--- src/rtl/ps2_pkg.sv ---
// Shared constants, FSM state type and event record for the PS/2 key sequencer.
package ps2_pkg;

    // Set-2 prefix and keyboard control bytes
    localparam logic [7:0] PS2_EXT    = 8'hE0;
    localparam logic [7:0] PS2_BRK    = 8'hF0;
    localparam logic [7:0] PS2_PAUSE  = 8'hE1;
    localparam logic [7:0] PS2_BAT    = 8'hAA;
    localparam logic [7:0] PS2_ACK    = 8'hFA;
    localparam logic [7:0] PS2_RESEND = 8'hFE;
    localparam logic [7:0] PS2_ERR0   = 8'h00;
    localparam logic [7:0] PS2_ERR1   = 8'hFF;

    // Key codes the game logic cares about (arrows only count when E0-prefixed)
    localparam logic [7:0] KEY_UP    = 8'h75;
    localparam logic [7:0] KEY_DOWN  = 8'h72;
    localparam logic [7:0] KEY_LEFT  = 8'h6B;
    localparam logic [7:0] KEY_RIGHT = 8'h74;
    localparam logic [7:0] KEY_ENTER = 8'h5A;
    localparam logic [7:0] KEY_ESC   = 8'h76;

    typedef enum logic [1:0] {
        S_IDLE,
        S_EXT,
        S_BRK,
        S_EXT_BRK
    } ps2_state_e;

    typedef struct packed {
        logic       ext;
        logic       brk;
        logic [7:0] code;
    } ps2_evt_t;

    // Bytes that are keyboard status/control chatter, never key codes
    function automatic logic is_ctrl_byte(input logic [7:0] b);
        return (b == PS2_ERR0) || (b == PS2_BAT) || (b == PS2_PAUSE) ||
               (b == PS2_ACK) || (b == PS2_RESEND) || (b == PS2_ERR1);
    endfunction

endpackage

--- src/rtl/ps2_evt_fifo.sv ---
// Small event FIFO. Head is presented combinationally; when empty the
// output holds the most recently popped entry (zero after reset).
module ps2_evt_fifo
    import ps2_pkg::*;
#(
    parameter int DEPTH = 4
) (
    input  logic     clk,
    input  logic     rst,
    input  logic     wr_en_i,
    input  ps2_evt_t wr_data_i,
    input  logic     rd_en_i,
    output ps2_evt_t rd_data_o,
    output logic     full_o,
    output logic     empty_o
);

    localparam int PW = $clog2(DEPTH);

    ps2_evt_t          mem_q [DEPTH];
    ps2_evt_t          last_q;
    logic [PW-1:0]     wr_ptr_q, rd_ptr_q;
    logic [PW:0]       cnt_q;
    logic              wr, rd;

    assign full_o  = (cnt_q == (PW+1)'(DEPTH));
    assign empty_o = (cnt_q == '0);
    // A full FIFO still accepts a write when the head is leaving this cycle
    assign wr      = wr_en_i && (!full_o || rd_en_i);
    assign rd      = rd_en_i && !empty_o;
    assign rd_data_o = empty_o ? last_q : mem_q[rd_ptr_q];

    // Storage array; contents are only observed while occupied, so no reset
    always_ff @(posedge clk) begin
        if (wr) mem_q[wr_ptr_q] <= wr_data_i;
    end

    // Pointers, occupancy and the hold-last-value register
    always_ff @(posedge clk or posedge rst) begin
        if (rst) begin
            wr_ptr_q <= '0;
            rd_ptr_q <= '0;
            cnt_q    <= '0;
            last_q   <= '0;
        end else begin
            if (wr) wr_ptr_q <= wr_ptr_q + 1'b1;
            if (rd) begin
                rd_ptr_q <= rd_ptr_q + 1'b1;
                last_q   <= mem_q[rd_ptr_q];
            end
            case ({wr, rd})
                2'b10:   cnt_q <= cnt_q + 1'b1;
                2'b01:   cnt_q <= cnt_q - 1'b1;
                default: cnt_q <= cnt_q;
            endcase
        end
    end

endmodule

--- src/rtl/ps2_key_sequencer.sv ---
// Turns raw Set-2 scan bytes into complete key events, queues them behind a
// valid/ready handshake and tracks which extended arrow keys are held.
module ps2_key_sequencer
    import ps2_pkg::*;
#(
    parameter int FIFO_DEPTH     = 4,
    parameter int TIMEOUT_CYCLES = 100000
) (
    input  logic       clk,
    input  logic       rst,
    input  logic [7:0] byte_in,
    input  logic       byte_valid,
    input  logic       frame_err,
    output logic       evt_valid,
    input  logic       evt_ready,
    output logic [7:0] evt_code,
    output logic       evt_ext,
    output logic       evt_break,
    output logic [3:0] held_arrows,
    output logic       overflow,
    output logic       seq_timeout
);

    localparam int CNT_W = (TIMEOUT_CYCLES > 1) ? $clog2(TIMEOUT_CYCLES) : 1;

    ps2_state_e        state_q, state_d;
    logic [CNT_W-1:0]  cnt_q, cnt_d;
    logic              restart;
    logic              push;
    ps2_evt_t          evt_d, head;
    logic              tmo_d, tmo_q;
    logic [3:0]        held_q;
    logic              ovf_q;
    logic              full, empty, pop;

    assign evt_valid   = !empty;
    assign pop         = evt_valid && evt_ready;
    assign evt_code    = head.code;
    assign evt_ext     = head.ext;
    assign evt_break   = head.brk;
    assign held_arrows = held_q;
    assign overflow    = ovf_q;
    assign seq_timeout = tmo_q;

    // FSM state register and timeout pulse
    always_ff @(posedge clk or posedge rst) begin
        if (rst) begin
            state_q <= S_IDLE;
            tmo_q   <= 1'b0;
        end else begin
            state_q <= state_d;
            tmo_q   <= tmo_d;
        end
    end

    // Prefix sequencing: next state, event completion and timeout
    always_comb begin
        state_d = state_q;
        push    = 1'b0;
        evt_d   = '0;
        restart = 1'b0;
        tmo_d   = 1'b0;
        if (byte_valid) begin
            if (frame_err) begin
                state_d = S_IDLE;
            end else begin
                case (state_q)
                    S_IDLE: begin
                        if (byte_in == PS2_EXT)      state_d = S_EXT;
                        else if (byte_in == PS2_BRK) state_d = S_BRK;
                        else if (!is_ctrl_byte(byte_in)) begin
                            push  = 1'b1;
                            evt_d = '{ext: 1'b0, brk: 1'b0, code: byte_in};
                        end
                    end
                    S_EXT: begin
                        if (byte_in == PS2_BRK)      state_d = S_EXT_BRK;
                        else if (byte_in == PS2_EXT) restart = 1'b1;
                        else begin
                            push    = 1'b1;
                            evt_d   = '{ext: 1'b1, brk: 1'b0, code: byte_in};
                            state_d = S_IDLE;
                        end
                    end
                    S_BRK: begin
                        state_d = S_IDLE;
                        if (byte_in != PS2_EXT && byte_in != PS2_BRK) begin
                            push  = 1'b1;
                            evt_d = '{ext: 1'b0, brk: 1'b1, code: byte_in};
                        end
                    end
                    default: begin
                        state_d = S_IDLE;
                        if (byte_in != PS2_EXT && byte_in != PS2_BRK) begin
                            push  = 1'b1;
                            evt_d = '{ext: 1'b1, brk: 1'b1, code: byte_in};
                        end
                    end
                endcase
            end
        end else if (state_q != S_IDLE && cnt_q == CNT_W'(TIMEOUT_CYCLES - 1)) begin
            state_d = S_IDLE;
            tmo_d   = 1'b1;
        end
    end

    // Timeout counter: zero on entry to (or restart of) a prefix state
    always_comb begin
        cnt_d = '0;
        if (state_d != S_IDLE && state_d == state_q && !restart)
            cnt_d = cnt_q + 1'b1;
    end

    // Counter register
    always_ff @(posedge clk or posedge rst) begin
        if (rst) cnt_q <= '0;
        else     cnt_q <= cnt_d;
    end

    // Arrow state and sticky overflow, updated whether or not the FIFO has room
    always_ff @(posedge clk or posedge rst) begin
        if (rst) begin
            held_q <= '0;
            ovf_q  <= 1'b0;
        end else begin
            if (push && evt_d.ext) begin
                case (evt_d.code)
                    KEY_UP:    held_q[3] <= !evt_d.brk;
                    KEY_DOWN:  held_q[2] <= !evt_d.brk;
                    KEY_LEFT:  held_q[1] <= !evt_d.brk;
                    KEY_RIGHT: held_q[0] <= !evt_d.brk;
                    default:   held_q    <= held_q;
                endcase
            end
            if (push && full && !pop) ovf_q <= 1'b1;
        end
    end

    ps2_evt_fifo #(.DEPTH(FIFO_DEPTH)) u_fifo (
        .clk       (clk),
        .rst       (rst),
        .wr_en_i   (push),
        .wr_data_i (evt_d),
        .rd_en_i   (pop),
        .rd_data_o (head),
        .full_o    (full),
        .empty_o   (empty)
    );

endmodule

--- config.mk ---
export PLATFORM = sky130hd
export DESIGN_NAME = ps2_key_sequencer
export DESIGN_NICKNAME = d
export VERILOG_FILES = /design/src/rtl/ps2_pkg.sv /design/src/rtl/ps2_evt_fifo.sv /design/src/rtl/ps2_key_sequencer.sv
export SDC_FILE = /design/constraint.sdc
export NUM_CORES = 1
export LEC_CHECK = 0
export BUFFER_PORTS_ARGS = -buffer_cell sky130_fd_sc_hd__buf_2
export CAP_MARGIN = 0
export CORE_UTILIZATION = 60
export DETAILED_ROUTE_END_ITERATION = 16
export GPL_TIMING_DRIVEN = 0
export PLACE_DENSITY = 0.92
export SYNTH_ARGS = -nofsm -noshare
export SYNTH_HDL_FRONTEND = slang
export SYNTH_SLANG_ARGS = --single-unit
--- constraint.sdc ---
create_clock -name clk -period 5.3 [get_ports clk]
set_input_delay 0.53 -clock clk [delete_from_list [all_inputs] [get_ports clk]]
set_output_delay 0.53 -clock clk [all_outputs]
set_load 0.03 [all_outputs]
==> results.toml, run 1 <==
[synth]
async_reset_ff_share_pct = 51.2
ys.warnings.count = 0
ys_ff_latch = 82
netlist_area_sq_um = 3790
ys_seq_area_share_pct = 59.3
synth.distinct_cells = 54
syn_nets = 297
synth_flop_cell = "dfrtp_1"
synth_top_area_share_pct = 31.7
synth_largest_area_cell = "edfxtp_1"
synth_edf_count = 40
synth_area_leaders = "edfxtp_1 32%, dfrtp_1 28%, mux2_2 6.2%"
syn_area_per_cell_sq_um = 13.7
syn_inst = 277

[die]
rows = 28
coreArea_sq_um = 6030
die_width_um = 81.5
ios = 30
chipHeight_um = 81.5
die_area_sq_um = 6650
start_util_pct = 63.0

[critical_path]
arrival_ns = 2.18
r2r-start = "u_fifo.cnt_q[0]"
r2r_setup_slack_ns = 2.70
worstRegToRegCells = 9
path_cells = "buf_2 -> mux4_2 -> mux2_2 -> buf_2"
r2r-end = "u_fifo.cnt_q[2]"
cpMostUsedCell = "buf_2"
critPathLaunchType = "register"
cp_num_buf_inv = 2
critPathTopFamily = "multiplexers"
path_class = "reg -> out"
cp-startpoint = "u_fifo.rd_ptr_q[0]"
cp_slowest_stage_delay_ns = 0.59
slowest_stage = "mux4_2"
cp_max_fo = 10
end_kind = "output port"
required_ns = 4.77

[grt]
grt_pass1_vias = 2373
grt.total_usage_pct = 24.2
grt_pass1_wl_mm = 11.4
antenna_found_initial = 0
gr-total-overflow = 0
grt_max_degree = 43

[clock_network]
ctsResizeCount = 0
cts_tree = "yes"
worst_skew_pair.late_latency_ns = 0.35
cts_sinks = 82
clockBufferDepth = 2
clk_pin_slew_ns = 0.09
clockRootBuffer = "clkbuf_8"
cts_setup_buffers = 0
cts_max_level = 3
numCtsBuffers = 9
cts_hold_buf = 0

[sta]
grt_setup_unrepaired = "false"
drv_slew = 0
setup_viol = 0
slew_headroom_pct = 41.4
finalHoldViolations = 0
fin_crit_sh_pct = 51.2
worstMarginPinSlew_ns = 0.877
clock_skew_ns = 0.0102
max_freq_ghz = 0.368
period_needed_ns = 2.71
fin_setup_tns_ns = 0

[routing]
first_pass_iters = 4
vias_per_cell = 5.88
drc_errors = 0
routedWlPerCell_um = 17.5
drt_iter0_drc = 86
routed-via-count = 2321
drt_wl_total_mm = 6.92
drtAntennaViolNets = 0

[power]
power_density_nw_per_um2 = 471
ir_worst_vdd_mv = 0.356
leakage_nw = 1.70

[finish]
layout.nets = 335
drive_gt1_share_pct = 29.4
areaGrowthSynthToFinish_pct = 12.4
final_cell_mix = "42 x dfrtp_1, 40 x edfxtp_1, 29 x buf_2, 27 x nor2_1, 21 x mux2_2"
fin_area_sq_um = 4260
final_cell_count_no_fill = 395
antennaDiodeCount = 0
final_common_cell = "dfrtp_1"

[place]
dp_cells = 379
hpwl_mm = 4.80
dpl_cell_area_sq_um = 4020
gp_congestion = 0.769
portBuffers = 27

[flow_run]
maxCapViolations = 0

[worst_hold_path]
min-delay-path-class = "in -> async"

[outcome]
status = "complete, no violations"
[area by class of cell]
type / count / area, sq um
clock inverters: 7 / 116
inverters: 10 / 37.5
multi-input cells: 174 / 1430
plain buffers: 11 / 71.3
well taps: 75 / 93.8
repair buffers: 27 / 135
flip-flops and latches: 82 / 2250
fillers: 389 / 1760
clock buffers: 9 / 124
[Yosys cell counts (all sizes together) (2+ instances only)]
| library cell | number |
|---|---|
| dfrtp | 42 |
| edfxtp | 40 |
| nor2 | 27 |
| mux2 | 22 |
| nand2 | 15 |
| xor2 | 12 |
| and3 | 11 |
| inv | 10 |
| mux4 | 10 |
| xnor2 | 9 |
| and2 | 8 |
| nand4 | 8 |
| buf | 6 |
| ha | 6 |
| nand3 | 6 |
| clkbuf | 5 |
| nor3 | 4 |
| o21ai | 4 |
| nor4 | 3 |
| a21oi | 2 |
| a31oi | 2 |
| and4b | 2 |
| nand2b | 2 |
| nor4b | 2 |
| or3 | 2 |
| or4 | 2 |
| or4b | 2 |
[where the power goes]
group,switching (mW),total (mW),internal [mW]
combinational,0.359,0.639,0.280
clock,0.224,0.537,0.313
sequential,0.0582,0.832,0.773
[through the flow]
stage                     total power, mW  worst slack, ns  hold WS (ns)  util [%]
after floorplan                      1.33             2.74         0.449         -
after global placement               1.45             2.54         0.459      66.8
after detailed placement             1.49             2.50         0.474      66.8
after CTS                            2.02             2.54         0.375      70.8
after global routing                 2.12             2.44         0.394      70.8
final                                2.01             2.59         0.360      70.8
[worst register-to-register path, stage by stage (launching register included)]
cell	delay, ns
dfrtp_1	0.42
or4b_2	0.73
and2_4	0.21
nand2_2	0.12
ha_1	0.19
inv_1	0.06
fa_1	0.37
xor2_1	0.15
nor2_1	0.13
xor2_1	0.16
[worst max path at each step]
stage | cells after the start | end | slack, ns
2_1_floorplan | 11 | u_fifo.cnt_q[2] | 2.74
3_3_place_gp | 11 | u_fifo.cnt_q[2] | 2.54
3_5_place_dp | 11 | u_fifo.cnt_q[2] | 2.50
4_1_cts | 4 | evt_code[0] | 2.54
5_1_grt | 4 | evt_code[0] | 2.44
6_report | 4 | evt_code[0] | 2.59
[sequential cells by signal, summed over array words and instances, names as in the netlist]
name / cells
u_fifo.wr_ptr_q: 2
overflow: 1
state_q: 2
u_fifo.rd_ptr_q: 2
u_fifo.last_q: 10
held_arrows: 4
seq_timeout: 1
u_fifo.cnt_q: 3
u_fifo.mem_q: 40
cnt_q: 17
[metal layers]
metal  vias up  GRT usage (%)  share of wire [%]
li1       1089              -                  -
met1      1167           29.1                 43
met2        54           42.1                 52
met5         -              0                  0
met4         0           11.4                1.3
met3        11           4.56                4.1
[cell families after synthesis]
logic type               share of synthesized area, %
AO/OA/AOI/OAI                                    3.17
XOR/XNOR                                         4.85
adder cells (fa/ha/maj)                          2.51
buffers and inverters                            2.87
flip-flops                                       59.3
multiplexers                                     12.8
AND/OR/NAND/NOR                                  14.4
No activity file was read; power rests on OpenSTA's default activity.
==> inputs of run 2 (changes only) <==
--- a/config.mk
+++ b/config.mk
@@ -7,10 +7,10 @@
 export LEC_CHECK = 0
 export BUFFER_PORTS_ARGS = -buffer_cell sky130_fd_sc_hd__buf_2
 export CAP_MARGIN = 0
-export CORE_UTILIZATION = 60
+export CORE_UTILIZATION = 59
 export DETAILED_ROUTE_END_ITERATION = 16
 export GPL_TIMING_DRIVEN = 0
-export PLACE_DENSITY = 0.92
+export PLACE_DENSITY = 0.91
 export SYNTH_ARGS = -nofsm -noshare
 export SYNTH_HDL_FRONTEND = slang
 export SYNTH_SLANG_ARGS = --single-unit
==> constraint.sdc (replaced) <==
create_clock -name clk -period 2.62 [get_ports clk]
set_input_delay 0.262 -clock clk [delete_from_list [all_inputs] [get_ports clk]]
set_output_delay 0.262 -clock clk [all_outputs]
set_load 0.03 [all_outputs]
==> run 2 against run 1 <==
Sequential power is 100% higher. Wire length is 1.7% lower. Design area is 0.94% lower. Highest routed layer unchanged. Via count is 1.5% lower. Clock skew is 0.00053 ns lower. Clock power is 65% higher. Largest cell class unchanged. Final cell count stayed put. Non-clock buffer count stayed put. Count of clock-buffer cells in the layout stayed put. Critical path depth is 5 higher. Global-route usage is 1.2 points lower. Critical path type is now reg -> reg. Worst setup slack worse by 2.4 ns.
==> results.toml, run 2 (synthesis results as in run 1) <==
[clock_network]
clk_pin_slew_ns = 0.08
worst_skew_pair.late_latency_ns = 0.35
clockRootBuffer = "clkbuf_8"
cts_tree = "yes"
cts_hold_buf = 0
clockBufferDepth = 2
cts_sinks = 82
numCtsBuffers = 9
cts_max_level = 3

[routing]
routed-via-count = 2287
routedWlPerCell_um = 17.2
drt_wl_total_mm = 6.80
drtAntennaViolNets = 0
first_pass_iters = 4
drt_iter0_drc = 87
drc_errors = 0
vias_per_cell = 5.79

[die]
ios = 30
start_util_pct = 62.6
rows = 28
die_area_sq_um = 6760
chipHeight_um = 82.2
coreArea_sq_um = 6060
die_width_um = 82.2

[grt]
grt.total_usage_pct = 23.1
gr-total-overflow = 0
grt_pass1_vias = 2318
grt_pass1_wl_mm = 11.1
antenna_found_initial = 0
grt_max_degree = 43

[sta]
drv_slew = 0
period_needed_ns = 2.42
slew_headroom_pct = 41.3
worstMarginPinSlew_ns = 0.880
hold_slack_ns = 0.0925
clock_skew_ns = 0.00968
max_freq_ghz = 0.414
fin_setup_tns_ns = 0
fin_crit_sh_pct = 92.3
grt_setup_unrepaired = "false"
setup_viol = 0
finalHoldViolations = 0

[power]
power_density_nw_per_um2 = 911
ir_worst_vdd_mv = 0.726
leakage_nw = 1.68

[finish]
layout.nets = 335
areaGrowthSynthToFinish_pct = 11.3
final_common_cell = "dfrtp_1"
top_register = "u_fifo.mem_q"
largest_register_ffs = 40
antennaDiodeCount = 0
multi_input_comb_area_sq_um = 1440
final_cell_mix = "42 x dfrtp_1, 40 x edfxtp_1, 29 x buf_2, 27 x nor2_1, 21 x mux2_2"
largestRegisters = "u_fifo.mem_q: 40 flops, cnt_q: 17 flops, u_fifo.last_q: 10 flops"
drive_gt1_share_pct = 29.7
regArea_sq_um = 2250
fillers = 402

[outcome]
status = "complete, no violations"

[critical_path]
path_class = "reg -> reg"
r2r-end = "u_fifo.cnt_q[2]"
required_ns = 2.90
arrival_ns = 2.70
cp_max_fo = 5
worstRegToRegCells = 9
r2r-start = "u_fifo.cnt_q[0]"
cp-startpoint = "u_fifo.cnt_q[0]"
end_kind = "register"
r2r_setup_slack_ns = 0.20
critPathLaunchType = "register"
endpoint = "u_fifo.cnt_q[2]"

[place]
gp_congestion = 0.810
hpwl_mm = 4.56
portBuffers = 27

[worst_hold_path]
min-delay-path-class = "in -> async"

[flow_run]
maxCapViolations = 0
run 2: cell types whose count changed in the layout (fill, tap and decap cells not counted):
cell,previous run,this run
or4b_4,0,1
inv_6,1,0
or4b_2,1,0
clkinv_4,1,3
clkinv_2,1,2
ha_1,6,5
bufinv_16,3,1
ha_2,0,1
run 2: where the power goes:
part,internal [mW],leakage (nW),total (mW),switching (mW)
Sequential,1.56,0.921,1.67,0.110
Combinational,0.572,0.659,1.29,0.713
Clock,0.438,0.101,0.887,0.449
run 2: area by class of cell:
| type | instances | share of cell area (%) |
|---|---|---|
| sequential | 82 | 53.3 |
| multi-input combinational | 174 | 34.1 |
| timing repair buffer | 27 | 3.20 |
| clock buffer | 9 | 2.93 |
| tap | 75 | 2.22 |
| buffer | 11 | 1.69 |
| clock inverter | 7 | 1.66 |
| inverter | 10 | 0.889 |
run 2: what timing repair did:
item	4_1_cts	5_1_grt
resized for setup	0	2
setup buffers	0	0
setup endpoints to repair	0	1
run 2: routing by layer:
| metal | track usage (%) | up-vias | part of all wire, % |
|---|---|---|---|
| met1 | 26.7 | 1133 | 43 |
| met5 | 0 | - | 0 |
| li1 | - | 1089 | - |
| met2 | 41.2 | 55 | 53 |
| met4 | 10.9 | 0 | 1.5 |
| met3 | 4.40 | 10 | 2.9 |
run 2: worst min-delay path by stage:
stage          cells after the start         endpoint  slack (ns)      startpoint
4_1_cts                            2      seq_timeout        0.10      byte_valid
3_5_place_dp                       1         overflow        0.46        overflow
2_1_floorplan                      1      seq_timeout        0.33      byte_valid
6_report                           2  u_fifo.cnt_q[0]        0.09             rst
5_1_grt                            2      seq_timeout        0.12      byte_valid
3_3_place_gp                       2   held_arrows[2]        0.46  held_arrows[2]
run 2: critical path, cell delays in order (launching register included):
cell     delay [ns]
dfrtp_1        0.43
or4b_4         0.58
and2_4         0.19
nand2_2        0.12
ha_2           0.20
inv_1          0.05
fa_1           0.37
xor2_1         0.15
nor2_1         0.12
xor2_1         0.15
run 2: through the flow:
stage               total power, mW  std cells  util (%)  setup slack (ns)  cell area (sq um)
finish                         3.85        395      69.7             0.202               4220
global route                   4.08        395      69.7            0.0672               4220
detailed placement             2.99        379      66.4            0.0359               4020
floorplan                      2.69        277         -             0.234               3790
CTS                            3.87        395      69.6            0.0193               4220
global placement               2.93        379      66.4            0.0952               4020
==> inputs of run 3 (changes only) <==
--- a/config.mk
+++ b/config.mk
@@ -7,6 +7,7 @@
 export LEC_CHECK = 0
 export BUFFER_PORTS_ARGS = -buffer_cell sky130_fd_sc_hd__buf_2
 export CAP_MARGIN = 0
+export CORE_ASPECT_RATIO = 0.75
 export CORE_UTILIZATION = 59
 export DETAILED_ROUTE_END_ITERATION = 16
 export GPL_TIMING_DRIVEN = 0
==> run 3 against run 2 <==
Global-route usage increased by 0.63 points. Worst setup slack got worse by 0.031 ns. Register-to-register slack improved by 0.03 ns. Fmax decreased by 1.3%. Design area increased by 0.24%. Critical path depth decreased by 5. Sequential cell count unchanged. Utilization increased by 0.81 points. Die area about the same. Clock power increased by 2%. Sequential share of layout area decreased by 0.13 points. Largest cell class unchanged. Highest routed layer unchanged.
==> results.toml, run 3 (synthesis results as in run 1) <==
[place]
dp_cells = 382
portBuffers = 27
gp_congestion = 0.830
dpl_cell_area_sq_um = 4030
hpwl_mm = 4.94

[finish]
areaGrowthSynthToFinish_pct = 11.6
layout.nets = 336
drive_gt1_share_pct = 29.6
regArea_sq_um = 2250
largestRegisters = "u_fifo.mem_q: 40 flops, cnt_q: 17 flops, u_fifo.last_q: 10 flops"
multi_input_comb_area_sq_um = 1440
final_common_cell = "dfrtp_1"
final_cell_mix = "42 x dfrtp_1, 40 x edfxtp_1, 29 x buf_2, 27 x nor2_1, 21 x mux2_2"
fillers = 411
largest_register_ffs = 40
final_cell_count_no_fill = 399
fin_area_sq_um = 4230
top_register = "u_fifo.mem_q"
antennaDiodeCount = 0

[power]
combinationalPowerShare_pct = 33.7
ir_worst_vdd_mv = 0.461
swShare_pct = 33.5
p_switching_mw = 1.30
finalPower_mw = 3.89
leakage_nw = 1.67
pwr-share-clk_pct = 23.2
p_int_mw = 2.59
seqPwrFrac_pct = 43.1
power_density_nw_per_um2 = 919

[grt]
gr-total-overflow = 0
grt_max_degree = 43
antenna_found_initial = 0
grt_pass1_vias = 2351
grt.total_usage_pct = 23.7
grt_pass1_wl_mm = 11.7

[sta]
slew_headroom_pct = 41.1
worstMarginPinSlew_ns = 0.882
max_freq_ghz = 0.408
period_needed_ns = 2.45
finalHoldViolations = 0
clock_skew_ns = 0.0116
fin_setup_tns_ns = 0
drv_slew = 0
fin_crit_sh_pct = 93.5
grt_setup_unrepaired = "false"
setup_viol = 0
hold_slack_ns = 0.0804

[critical_path]
r2r-end = "u_fifo.cnt_q[2]"
cp_max_fo = 10
critPathLaunchType = "register"
r2r_setup_slack_ns = 0.23
end_kind = "output port"
required_ns = 2.36
r2r-start = "u_fifo.cnt_q[0]"
worstRegToRegCells = 9
path_class = "reg -> out"
arrival_ns = 2.19

[die]
coreArea_sq_um = 6010
ios = 30
die_area_sq_um = 6760
start_util_pct = 63.2
chipHeight_um = 71.5
die_width_um = 94.6
rows = 24

[routing]
routedWlPerCell_um = 17.7
drt_iter0_drc = 210
drc_errors = 0
vias_per_cell = 5.88
drt_wl_total_mm = 7.05
first_pass_iters = 4
routed-via-count = 2345
drtAntennaViolNets = 0

[clock_network]
clockRootBuffer = "clkbuf_8"
clockBufferDepth = 2
numCtsBuffers = 9
cts_max_level = 3
cts_tree = "yes"
cts_sinks = 82
worst_skew_pair.late_latency_ns = 0.36
clk_pin_slew_ns = 0.09

[outcome]
status = "complete, no violations"

[worst_hold_path]
min-delay-path-class = "in -> async"

[flow_run]
maxCapViolations = 0
[run 3: cell types whose count changed in the layout (fill, tap and decap cells not counted)]
cell / delta
clkinv_4: -3
clkinvlp_4: +3
clkinv_2: -2
buf_4: +1
clkbuf_1: +1
inv_6: +1
[run 3: worst max path at each step]
stage / from / to / slack, ns
6_report: u_fifo.rd_ptr_q[0] / evt_code[3] / 0.17
5_1_grt: u_fifo.rd_ptr_q[0] / evt_code[3] / 0.02
4_1_cts: u_fifo.cnt_q[0] / u_fifo.cnt_q[2] / 0.09
3_5_place_dp: byte_in[1] / u_fifo.cnt_q[2] / 0.06
3_3_place_gp: u_fifo.cnt_q[0] / u_fifo.cnt_q[2] / 0.12
2_1_floorplan: u_fifo.cnt_q[0] / u_fifo.cnt_q[2] / 0.23
[run 3: cell type report]
cell class,count,share of cell area (%)
buffer,11,1.68
sequential,82,53.2
tap,78,2.30
timing repair buffer,28,3.37
clock inverter,6,1.54
clock buffer,10,3.01
multi-input combinational,174,34.0
inverter,10,0.887
[run 3: power by group through the flow]
stage	combinational (mW)	clock (mW)	sequential, mW
after floorplan	1.00	0	1.68
after global placement	1.26	0	1.68
after detailed placement	1.30	0	1.70
after CTS	1.31	0.910	1.68
after global routing	1.42	0.965	1.70
final	1.31	0.902	1.68
[run 3: timing repair]
| action | CTS | global route |
|---|---|---|
| setup endpoints to repair | 0 | 1 |
| resized for setup | 0 | 2 |
| hold buffers | 0 | 0 |
| setup buffers | 0 | 1 |
[run 3: metrics by stage]
stage	setup slack [ns]	utilization (%)
after floorplan	0.234	-
after CTS	0.0906	70.3
after detailed placement	0.0579	67.1
after global placement	0.123	67.1
after global routing	0.0242	70.5
final	0.171	70.5
[run 3: critical path, cell delays in order, from the launching register on]
cell and delay (ns):
dfrtp_1 0.43, buf_2 0.35, mux4_2 0.59, mux2_2 0.28, buf_2 0.17
[run 3: layer usage]
metal,track usage [%],routed length (um),vias to the layer above
met3,6.37,413,8
met2,36.3,3400,89
met1,33.5,3160,1156
met4,7.74,75,0
li1,-,-,1092
met5,0,0,-
